==> config.mk <==
export PLATFORM = sky130hd
export DESIGN_NAME = led_fade_sequencer_flat
export DESIGN_NICKNAME = d
export VERILOG_FILES = /design/src/rtl/led_fade_sequencer_if.sv /design/src/rtl/led_fade_sequencer.sv /design/src/flat_wrapper.sv
export SDC_FILE = /design/constraint.sdc
export NUM_CORES = 1
export LEC_CHECK = 0
export BUFFER_PORTS_ARGS = -buffer_cell sky130_fd_sc_hd__clkbuf_2
export CORE_ASPECT_RATIO = 0.75
export CORE_MARGIN = 8
export CORE_UTILIZATION = 64
export DETAILED_ROUTE_END_ITERATION = 10
export PLACE_DENSITY_LB_ADDON = 0.15
export SLEW_MARGIN = 0
export SYNTH_ARGS = -nofsm -noshare
export SYNTH_HDL_FRONTEND = slang
export SYNTH_SLANG_ARGS = --single-unit
==> constraint.sdc <==
create_clock -name clk -period 5.85 [get_ports clk]
set_input_delay 0.2925 -clock clk [delete_from_list [all_inputs] [get_ports clk]]
set_output_delay 0.2925 -clock clk [all_outputs]
set_load 0.005 [all_outputs]
==> src/rtl/led_fade_sequencer_if.sv <==
// rtl/led_fade_sequencer_if.sv - control/status bundle between board controls, sequencer and PWM generator
interface led_fade_sequencer_if #(
   parameter int DUTY_W = 4
);
   logic              enable;
   logic              oneshot;
   logic [DUTY_W-1:0] dutyc;
   logic [2:0]        phase;
   logic              busy;
   logic              cycle_done;

   modport master (
      output enable,
      output oneshot,
      input  dutyc,
      input  phase,
      input  busy,
      input  cycle_done
   );

   modport slave (
      input  enable,
      input  oneshot,
      output dutyc,
      output phase,
      output busy,
      output cycle_done
   );
endinterface

==> src/rtl/led_fade_sequencer.sv <==
// rtl/led_fade_sequencer.sv - breathing brightness sequencer feeding the LED PWM duty code (optional LED_FADE_GAMMA_EN)
module led_fade_sequencer #(
   parameter int DUTY_W     = 4,
   parameter int STEP_DIV   = 1562500,
   parameter int HOLD_STEPS = 8
) (
   input logic                  clk,
   input logic                  rst_n,
   led_fade_sequencer_if.slave  bus
);
   localparam int PRE_W  = (STEP_DIV > 2) ? $clog2(STEP_DIV) : 1;
   localparam int HOLD_W = (HOLD_STEPS > 1) ? $clog2(HOLD_STEPS + 1) : 1;

   localparam logic [DUTY_W-1:0] LEVEL_MAX = '1;
   localparam logic [PRE_W-1:0]  PRE_LAST  = PRE_W'(STEP_DIV - 1);
   localparam logic [HOLD_W-1:0] HOLD_LAST = HOLD_W'(HOLD_STEPS - 1);

   typedef enum logic [2:0] {
      S_IDLE    = 3'd0,
      S_RAMP_UP = 3'd1,
      S_HOLD_HI = 3'd2,
      S_RAMP_DN = 3'd3,
      S_HOLD_LO = 3'd4
   } state_t;

`ifdef LED_FADE_GAMMA_EN
   // Perceptual curve: low codes stay dim longer so the fade looks linear to the eye.
   localparam logic [3:0] GAMMA [16] = '{
      4'd0, 4'd0, 4'd0, 4'd1, 4'd1, 4'd2, 4'd2, 4'd3,
      4'd4, 4'd5, 4'd6, 4'd8, 4'd9, 4'd11, 4'd13, 4'd15
   };

   if (DUTY_W != 4) begin : g_gamma_width
      $error("LED_FADE_GAMMA_EN requires DUTY_W == 4");
   end

   function automatic logic [DUTY_W-1:0] map_level(input logic [DUTY_W-1:0] lv);
      return DUTY_W'(GAMMA[lv]);
   endfunction
`else
   function automatic logic [DUTY_W-1:0] map_level(input logic [DUTY_W-1:0] lv);
      return lv;
   endfunction
`endif

   state_t            state_q;
   logic [DUTY_W-1:0] level_q;
   logic [DUTY_W-1:0] dutyc_q;
   logic [HOLD_W-1:0] hold_cnt;
   logic [PRE_W-1:0]  presc;
   logic              busy_q;
   logic              cycle_done_q;
   logic              tick;

   assign tick           = busy_q && (presc == PRE_LAST);
   assign bus.dutyc      = dutyc_q;
   assign bus.phase      = state_q;
   assign bus.busy       = busy_q;
   assign bus.cycle_done = cycle_done_q;

   // Step prescaler: free-runs only while a sequence is active, parked at zero otherwise.
   always_ff @(posedge clk or negedge rst_n) begin
      if (!rst_n) begin
         presc <= '0;
      end else if (!bus.enable || !busy_q || tick) begin
         presc <= '0;
      end else begin
         presc <= presc + PRE_W'(1);
      end
   end

   // Sequencer FSM; dutyc is loaded with the mapped level on the same edge the level moves.
   always_ff @(posedge clk or negedge rst_n) begin
      if (!rst_n) begin
         state_q      <= S_IDLE;
         level_q      <= '0;
         dutyc_q      <= '0;
         hold_cnt     <= '0;
         busy_q       <= 1'b0;
         cycle_done_q <= 1'b0;
      end else if (!bus.enable) begin
         // Abort wins over any tick in the same cycle and never reports a completed cycle.
         state_q      <= S_IDLE;
         level_q      <= '0;
         dutyc_q      <= '0;
         hold_cnt     <= '0;
         busy_q       <= 1'b0;
         cycle_done_q <= 1'b0;
      end else begin
         cycle_done_q <= 1'b0;
         case (state_q)
            S_IDLE: begin
               level_q  <= '0;
               dutyc_q  <= map_level('0);
               hold_cnt <= '0;
               state_q  <= S_RAMP_UP;
               busy_q   <= 1'b1;
            end
            S_RAMP_UP: begin
               if (tick) begin
                  if (level_q != LEVEL_MAX) begin
                     level_q <= level_q + DUTY_W'(1);
                     dutyc_q <= map_level(level_q + DUTY_W'(1));
                  end else begin
                     state_q  <= S_HOLD_HI;
                     hold_cnt <= '0;
                  end
               end
            end
            S_HOLD_HI: begin
               if (tick) begin
                  if (hold_cnt == HOLD_LAST) begin
                     state_q  <= S_RAMP_DN;
                     hold_cnt <= '0;
                  end else begin
                     hold_cnt <= hold_cnt + HOLD_W'(1);
                  end
               end
            end
            S_RAMP_DN: begin
               if (tick) begin
                  if (level_q != '0) begin
                     level_q <= level_q - DUTY_W'(1);
                     dutyc_q <= map_level(level_q - DUTY_W'(1));
                  end else begin
                     state_q  <= S_HOLD_LO;
                     hold_cnt <= '0;
                  end
               end
            end
            S_HOLD_LO: begin
               if (tick) begin
                  if (hold_cnt == HOLD_LAST) begin
                     // End of a full cycle: oneshot is only looked at here.
                     cycle_done_q <= 1'b1;
                     hold_cnt     <= '0;
                     if (bus.oneshot) begin
                        state_q <= S_IDLE;
                        busy_q  <= 1'b0;
                     end else begin
                        state_q <= S_RAMP_UP;
                     end
                  end else begin
                     hold_cnt <= hold_cnt + HOLD_W'(1);
                  end
               end
            end
            default: begin
               state_q  <= S_IDLE;
               level_q  <= '0;
               dutyc_q  <= '0;
               hold_cnt <= '0;
               busy_q   <= 1'b0;
            end
         endcase
      end
   end
endmodule

==> src/flat_wrapper.sv <==
// flat-port wrapper written by rule: the top's interface ports become plain ports
module led_fade_sequencer_flat 
#(
   parameter int DUTY_W     = 4,
   parameter int STEP_DIV   = 1562500,
   parameter int HOLD_STEPS = 8
)
  (clk, rst_n, bus_enable, bus_oneshot, bus_dutyc, bus_phase, bus_busy, bus_cycle_done);
  led_fade_sequencer_if #(.DUTY_W(DUTY_W)) bus_i ();
  input logic clk;
  input logic rst_n;
  input wire logic [$bits(bus_i.enable)-1:0] bus_enable;
  input wire logic [$bits(bus_i.oneshot)-1:0] bus_oneshot;
  output wire logic [$bits(bus_i.dutyc)-1:0] bus_dutyc;
  output wire logic [$bits(bus_i.phase)-1:0] bus_phase;
  output wire logic [$bits(bus_i.busy)-1:0] bus_busy;
  output wire logic [$bits(bus_i.cycle_done)-1:0] bus_cycle_done;
  assign bus_i.enable = bus_enable;
  assign bus_i.oneshot = bus_oneshot;
  assign bus_dutyc = bus_i.dutyc;
  assign bus_phase = bus_i.phase;
  assign bus_busy = bus_i.busy;
  assign bus_cycle_done = bus_i.cycle_done;
  led_fade_sequencer #(.DUTY_W(DUTY_W), .STEP_DIV(STEP_DIV), .HOLD_STEPS(HOLD_STEPS)) u_core (.clk(clk), .rst_n(rst_n), .bus(bus_i));
endmodule
-- After elaboration in Yosys (flattened, before gate mapping)
Cells that the tools add are included.
- shifts and indexed selects: 0
- magnitude comparators: 0
- mux-type cells: 35
- reductions and logical operators: 13
- $mul: 0
- div/mod/pow operators: 0
- $add $sub $neg: 4
- eq/ne operators: 21
- bitwise logic cells: 0
- operators with widths (operator ; number):
    $mux W4 ; 12
    $mux W3 ; 9
    $ne A3 B2 Y1 const B ; 9
    $pmux W4 S3 ; 2
    $add A21 B1 Y21 const B ; 1
    $eq A21 B21 Y1 const B ; 1
    $mux W21 ; 1
    $pmux W3 S5 ; 1
    $reduce_and A5 Y1 ; 2
    $mux W1 ; 9
    $ne A3 B3 Y1 const B ; 3
    $add A4 B1 Y4 const B ; 2
    $reduce_and A8 Y1 ; 1
    $eq A3 B2 Y1 const B ; 2
    $eq A4 B3 Y1 const B ; 1
    $ne A2 B2 Y1 const B ; 2
    $ne A4 B4 Y1 const B ; 1
    $reduce_and A4 Y1 ; 1
    $reduce_bool A4 Y1 ; 1
    $sub A4 B1 Y4 const B ; 1
    $eq A3 B1 Y1 const B ; 1
    $eq A3 B3 Y1 const B ; 1
    $logic_not A3 Y1 ; 1
    $pmux W1 S3 ; 1
    5 further kinds ; 7
- bits in writable memories: 0
- flip-flop bits (word level): 34
- memories: 0
- output and inout bits: 9
- input bits: 4
- logic and storage cells: 79
- bits in read-only memories: 0
- latch bits: 0

-- Longest topological paths before layout
Gate-level depths: netlist of run 1.
- depth after elaboration: 5
- depth in mapped cells: 9
- gate-level depth less buffers: 9

-- Worst setup path before layout of run 1
OpenSTA, ideal clock, no wires.
- kind: register to register
- start: reg u_core.state_q[0] (netlist: u_core.bus.phase[0])
- end: reg u_core.level_q[3]
- clock period less this slack: 2039 ps
- arrival: 1970 ps
- stages on the path, launching flop included: 10
- slack: 3811 ps
- buffers on the path: 0
- setup time: 69 ps
- data required time: 5781 ps
- cell sequence: dfrtp_1 nor2b_1 nand2_1 inv_1 ha_1 a21o_1 a21oi_1 xnor2_1 or4_1 nand3_1
- cells in the longest elaborated chain, start to end: 4
- elaborated cells between the ends (all ways): 13
- classes of those cells: eq/ne (9); mux (2); reduce/logical (2)
- ends and longest elaborated chain (element ; RTL line ; source):
    start: declaration ; led_fade_sequencer.sv:46 ; state_t state_q;
    start signal: assignment ; led_fade_sequencer.sv:75 ; state_q <= S_IDLE;
    start signal: assignment ; led_fade_sequencer.sv:83 ; state_q <= S_IDLE;
    start signal: assignment ; led_fade_sequencer.sv:96 ; state_q <= S_RAMP_UP;
    $eq A3 B2 Y1 or $eq A3 B3 Y1 (tied branches) ; led_fade_sequencer.sv:91 ; case (state_q)
    $reduce_or A2 Y1 (no source line) ; - ;
    $ne A2 B2 Y1 (no source line) or $pmux W4 S3 (tied branches) ; - ;
    $reduce_and A5 Y1 (no source line) or $mux W4 (tied branches) ; - ;
    end signal: assignment ; led_fade_sequencer.sv:102 ; level_q <= level_q + DUTY_W'(1);
    end signal: assignment ; led_fade_sequencer.sv:123 ; level_q <= level_q - DUTY_W'(1);
    end: declaration ; led_fade_sequencer.sv:47 ; logic [DUTY_W-1:0] level_q;
Several ways; a longest one is shown, not always the timed one.
A chain may end at the register's enable or synchronous reset.

-- Worst setup path in the final report of run 1
Ends and elaborated chain as after synthesis.

==> results of run 1 <==
[cells in the mapped netlist]
cell,number
a21boi_0,1
a21o_1,1
a21oi_1,4
a21oi_2,1
and2_1,2
and2_2,1
and2b_2,2
and3_1,7
and4_1,1
buf_2,3
buf_6,1
clkbuf_1,1
dfrtp_1,34
fa_1,1
ha_1,4
inv_1,6
mux2_2,3
mux2i_1,2
nand2_1,17
nand2b_1,1
nand3_1,17
nand3b_1,1
nand4_1,9
nand4_4,1
nand4b_1,1
nor2_1,29
nor2b_1,2
nor3_1,4
nor4_1,2
nor4_4,1
nor4b_1,1
o211ai_1,1
o21ai_0,9
o22ai_1,3
o31ai_1,1
or4_1,3
or4_4,1
or4b_1,1
xnor2_1,6
xor2_1,17
[sequential cells by signal, indices dropped and copies added, names as in the netlist]
| name | count |
|---|---|
| u_core.bus.busy | 1 |
| u_core.bus.cycle_done | 1 |
| u_core.bus.phase | 3 |
| u_core.hold_cnt | 4 |
| u_core.level_q | 4 |
| u_core.presc | 21 |
[final cells by class]
type,count,area [µm²]
Clock buffer,8,110
Fill cell,227,787
Tap cell,38,47.5
Timing Repair Buffer,12,60.1
Sequential cell,34,851
Multi-Input combinational cell,158,1010
Inverter,6,22.5
[worst max path at each step]
stage / startpoint / slack, ns / to
floorplan: u_core.bus.phase[0]$_DFFE_PN0P_ / 3.81 / u_core.level_q[3]$_DFFE_PN0P_
global placement: u_core.bus.phase[0]$_DFFE_PN0P_ / 3.64 / u_core.level_q[3]$_DFFE_PN0P_
CTS: u_core.bus.phase[0]$_DFFE_PN0P_ / 3.57 / u_core.level_q[3]$_DFFE_PN0P_
global route: u_core.bus.phase[0]$_DFFE_PN0P_ / 3.41 / u_core.level_q[3]$_DFFE_PN0P_
finish: u_core.bus.phase[0]$_DFFE_PN0P_ / 3.56 / u_core.level_q[3]$_DFFE_PN0P_
detailed placement: u_core.presc[0]$_DFF_PN0_ / 3.61 / u_core.level_q[0]$_DFFE_PN0P_
[metal layers]
metal	track usage	routed length [µm]
met1	0.235	1960
met2	0.269	1960
met3	0.0524	260
met4	0.0829	72
met5	0	0
[critical path: cells and delay by family, from the launching register on]
kind / cells / cell delay [ns]
simple gates: 4 / 0.92
flops: 1 / 0.49
compound gates: 2 / 0.34
fa+ha+maj: 1 / 0.24
buf+inv: 1 / 0.14
xor+xnor: 1 / 0.11
[cell families (layout without fill, tap and decap cells)]
group,Yosys count,count (layout),synth area share
compound gates,21,21,0.0639
xor+xnor,23,23,0.105
fa+ha+maj,5,5,0.0365
buf+inv,11,26,0.0274
flops,34,34,0.444
mux,5,5,0.0280
simple gates,104,104,0.295
[per-stage QoR]
| step | power [µW] | utilization | instances | worst slack, ns | hold slack (ns) |
|---|---|---|---|---|---|
| 2_1_floorplan | 256 | - | 203 | 3.81 | -0.00309 |
| 3_5_place_dp | 267 | 0.690 | 248 | 3.61 | 0.437 |
| 3_3_place_gp | 266 | 0.690 | 248 | 3.64 | 0.419 |
| 6_report | 465 | 0.728 | 256 | 3.56 | 0.0890 |
| 4_1_cts | 466 | 0.728 | 256 | 3.57 | 0.120 |
| 5_1_grt | 478 | 0.728 | 256 | 3.41 | 0.175 |
[power by group]
| group | internal [µW] | switching (µW) | total [µW] |
|---|---|---|---|
| logic | 6.12 | 16.0 | 22.1 |
| registers | 237 | 3.25 | 240 |
| clock network | 119 | 84.3 | 203 |
==> impl_metrics.toml, run 1 <==
[floorplan]
dieArea_um2 = 5020
rows = 17
core_um2 = 2890
start_util = 0.663
fp.dieW_um = 79.2
num_io_pins = 13
die_height_um = 63.4

[cts]
cts_setup_buffers = 0
cts.clk_slew.worst_paths_ns = 0.07
postCtsResizedCells = 0
cts_tree = "yes"
postCtsHoldBufs = 0
clockBufferDepth = 2
cts_htree_levels = 2
cts-root-buf = "clkbuf_8"
clock-sinks = 34
numCtsBuffers = 5
clock_latency_ns = 0.29

[sta]
worst_pin_slew_ns = 0.875
fmax_ghz = 0.436
fin_setup_tns_ns = 0
skew_ns = 0.00519
slew_headroom = 0.412
slew_viol_final = 0
min_period_ns = 2.29
setup_viol = 0
fin_crit_sh = 0.392
rsz0062_at_grt = "false"
finalHoldViolCount = 0

[worst_hold_path]
hold_path_class = "primary input to async pin"

[placed_design]
place_area_um2 = 2000
gp_congestion = 0.915
hpwlAfterDp_um = 3090
numPortBuffers = 12

[route]
routedWlPerCell_um = 16.6
avgViaCountPerCell = 6.15
drtIter0Drc = 128
vias = 1575
drc = 0
wl_um = 4250
ant_nets = 0
dr.pass1.iters = 4

[worst_setup_path]
r2r_setup_slack_ns = 3.56
r2r-start = "u_core.bus.phase[0]$_DFFE_PN0P_"
cp-start-kind = "flop"
critPathRequiredTime_ns = 6.08
path_cells = "nor2b_1, nand2_1, inv_1, ha_1, a21o_1, a21oi_1, xnor2_1, or4_1, nand3_1"
path_max_fanout = 8
worstReg2RegEnd = "u_core.level_q[3]$_DFFE_PN0P_"
slowest_delay_ns = 0.49
end_kind = "flop"
crit_type = "flop to flop"
critPathArrivalTime_ns = 2.52
crit_slowest_cell = "dfrtp_1"
rr_worst_depth = 9

[finish]
layout_commonest_cell = "dfrtp_1"
final_cell_mix = "dfrtp_1 (34), nor2_1 (29), nand2_1 (17), nand3_1 (17), xor2_1 (17)"
antenna_cells = 0
final_cell_area_um2 = 2110
area_delta_synth_final_pct = 9.78
final_nets = 226
drive_above_1_share = 0.138

[grt]
antenna_found_initial = 0
grt_usage = 0.181
grt_max_degree = 35
grt_overflow_total = 0
grt_pass1_wl_um = 7120
grt_pass1_vias = 1522

[synth]
syn_avg_cell_area_um2 = 9.45
synth_cells = 203
seq_area_frac_synth = 0.444
syn_nets = 212
yosys_warnings = 0
ys_types = 40
yosysTopAreaCell = "dfrtp_1"
yosysTopAreaCellShare = 0.444
ys_ff_latch = 34
netlist_area_um2 = 1920
yosys-top-cells-area = "dfrtp_1 (44%), xor2_1 (7.8%), nor2_1 (5.7%)"

[flow_run]
cap_violations = 0

[status]
outcome = "completed"

[power]
peakVddDrop_uv = 169
powerDensity_nw_per_um2 = 221
leakage_uw = 0.000934
Power figures use the tool's default switching activity.
==> inputs of run 2 (changes only) <==
Settings changed: CORE_UTILIZATION 64 to 54.
Clock period 5.85 ns to 2.1 ns, I/O delays scaled along.
==> run 2 against run 1 <==
  * Non-clock buffer count rose by 11
  * Via count decreased by 0.32%
  * Utilization fell by 6.8 points
  * Combinational power rose to 3.3 times the previous value
  * Cell area increased by 5.2%
  * First-iteration DRC count up 3.9%
  * Routed wire length fell by 2.9%
  * Total power grew to 2.8 times the previous value
  * Die area is 14% higher
  * Sequential cell count stayed put
  * Sequential power rose to 2.8 times the previous value
==> impl_metrics.toml, run 2 (synthesis results as in run 1) <==
[status]
outcome = "completed"

[cts]
clock-sinks = 34
cts_tree = "yes"
cts_htree_levels = 2
numCtsBuffers = 5
cts-root-buf = "clkbuf_8"
clockBufferDepth = 2
clock_latency_ns = 0.28
cts.clk_slew.worst_paths_ns = 0.07

[route]
routedWlPerCell_um = 15.3
dr.pass1.iters = 4
ant_nets = 0
drc = 0
avgViaCountPerCell = 5.84
wl_um = 4120
vias = 1570
drtIter0Drc = 133

[sta]
worst_pin_slew_ns = 0.805
fin_crit_sh = 0.942
skew_ns = 0.00300
min_period_ns = 1.98
finalHoldViolCount = 0
fin_ws_ns = 0.122
setup_viol = 0
slew_headroom = 0.463
slew_viol_final = 0
fmax_ghz = 0.506
fin_setup_tns_ns = 0
rsz0062_at_grt = "false"

[worst_setup_path]
cp-start-kind = "flop"
critPathRequiredTime_ns = 2.32
path_cells = "or4_4, nor2_1, nand3_1, or4_1, nand3_1"
end_kind = "flop"
crit_type = "flop to flop"
crit_slowest_cell = "or4_4"
crit_start = "u_core.presc[5]$_DFF_PN0_"
slowest_delay_ns = 0.57
cp_common_cell = "nand3_1"
critPathArrivalTime_ns = 2.20
rr_worst_depth = 5
path_max_fanout = 4
r2r-start = "u_core.presc[5]$_DFF_PN0_"

[worst_hold_path]
worstHoldStart = "bus_enable"
hold_path_class = "primary input to flop"
hold_path_depth = 3

[grt]
grt_pass1_vias = 1468
grt_pass1_wl_um = 7000
grt_overflow_total = 0
grt_max_degree = 35
grt_usage = 0.157
antenna_found_initial = 0

[floorplan]
rows = 18
fp.dieW_um = 84.8
dieArea_um2 = 5740
num_io_pins = 13
start_util = 0.572
die_height_um = 67.6
core_um2 = 3360

[finish]
final_nets = 237
largest_reg_flops = 21
reg_top3 = "u_core.presc: 21 flops, u_core.hold_cnt: 4 flops, u_core.level_q: 4 flops"
n_fill_cell = 270
final_cell_mix = "dfrtp_1 (34), nor2_1 (29), nand2_1 (17), nand3_1 (17), xor2_1 (17)"
final_cell_area_um2 = 2220
layout_commonest_cell = "dfrtp_1"
drive_above_1_share = 0.183
antenna_cells = 0
area_delta_synth_final_pct = 15.5
top_register = "u_core.presc"

[flow_run]
cap_violations = 0

[placed_design]
hpwlAfterDp_um = 3130
numPortBuffers = 12
place_area_um2 = 2090
pre_cts_slack_ns = 0.0365
gp_congestion = 0.841

[power]
leakage_uw = 0.000997
peakVddDrop_uv = 329
powerDensity_nw_per_um2 = 583
[run 2: changes by cell type in the layout (fill, tap and decap cells not counted), sizes merged]
cell         delta
dlygate4sd3     +1
buf            +10
[run 2: critical path: cells and delay by family, from the launching register on]
kind             cells  cell delay (ns)
DFF                  1             0.42
and+or+nand+nor      5             1.49
[run 2: layout make-up]
class / instances / area (µm²) / area share
Clock buffer: 8 / 110 / 0.0497
Inverter: 6 / 22.5 / 0.0102
Multi-Input combinational cell: 158 / 1020 / 0.462
Sequential cell: 34 / 851 / 0.384
Tap cell: 40 / 50.0 / 0.0226
Timing Repair Buffer: 23 / 158 / 0.0711
[run 2: worst paths after layout]
| check | to | slack (ns) |
|---|---|---|
| min reg2reg | u_core.presc[0]$_DFF_PN0_ | 0.48 |
| max | u_core.level_q[3]$_DFFE_PN0P_ | 0.12 |
| min | u_core.bus.cycle_done$_DFF_PN0_ | 0.14 |
| max reg2reg | u_core.level_q[3]$_DFFE_PN0P_ | 0.12 |
| max in group asynchronous | u_core.presc[15]$_DFF_PN0_ | 1.15 |
| min in group asynchronous | u_core.presc[1]$_DFF_PN0_ | 0.44 |
[run 2: routing by layer]
layer	part of all wire	track usage
met5	0	0
met4	0.013	0.0530
met1	0.49	0.211
met2	0.43	0.233
met3	0.071	0.0509
[run 2: stage by stage]
step                      hold WS [ns]  utilization  cells  power, µW
after global placement           0.241        0.622    260        750
after floorplan                 -0.191            -    203        712
after CTS                        0.133        0.657    269       1300
final                            0.143        0.660    269       1290
after global routing             0.169        0.660    269       1330
after detailed placement         0.238        0.622    260        751
[run 2: what timing repair did]
| action | in CTS | in global routing |
|---|---|---|
| hold buffers | 1 | 0 |
| buffers inserted | 0 | 0 |
| endpoints found under the hold margin | 34 | 0 |
| endpoints found under the setup margin | 0 | 10 |
| resized for setup | 0 | 2 |
[run 2: where the power goes]
group	leakage [µW]	switching, µW	internal, µW
logic	0.000469	48.0	25.4
clock network	0.0000575	222	331
registers	0.000470	5.21	661
total	0.000997	275	1020
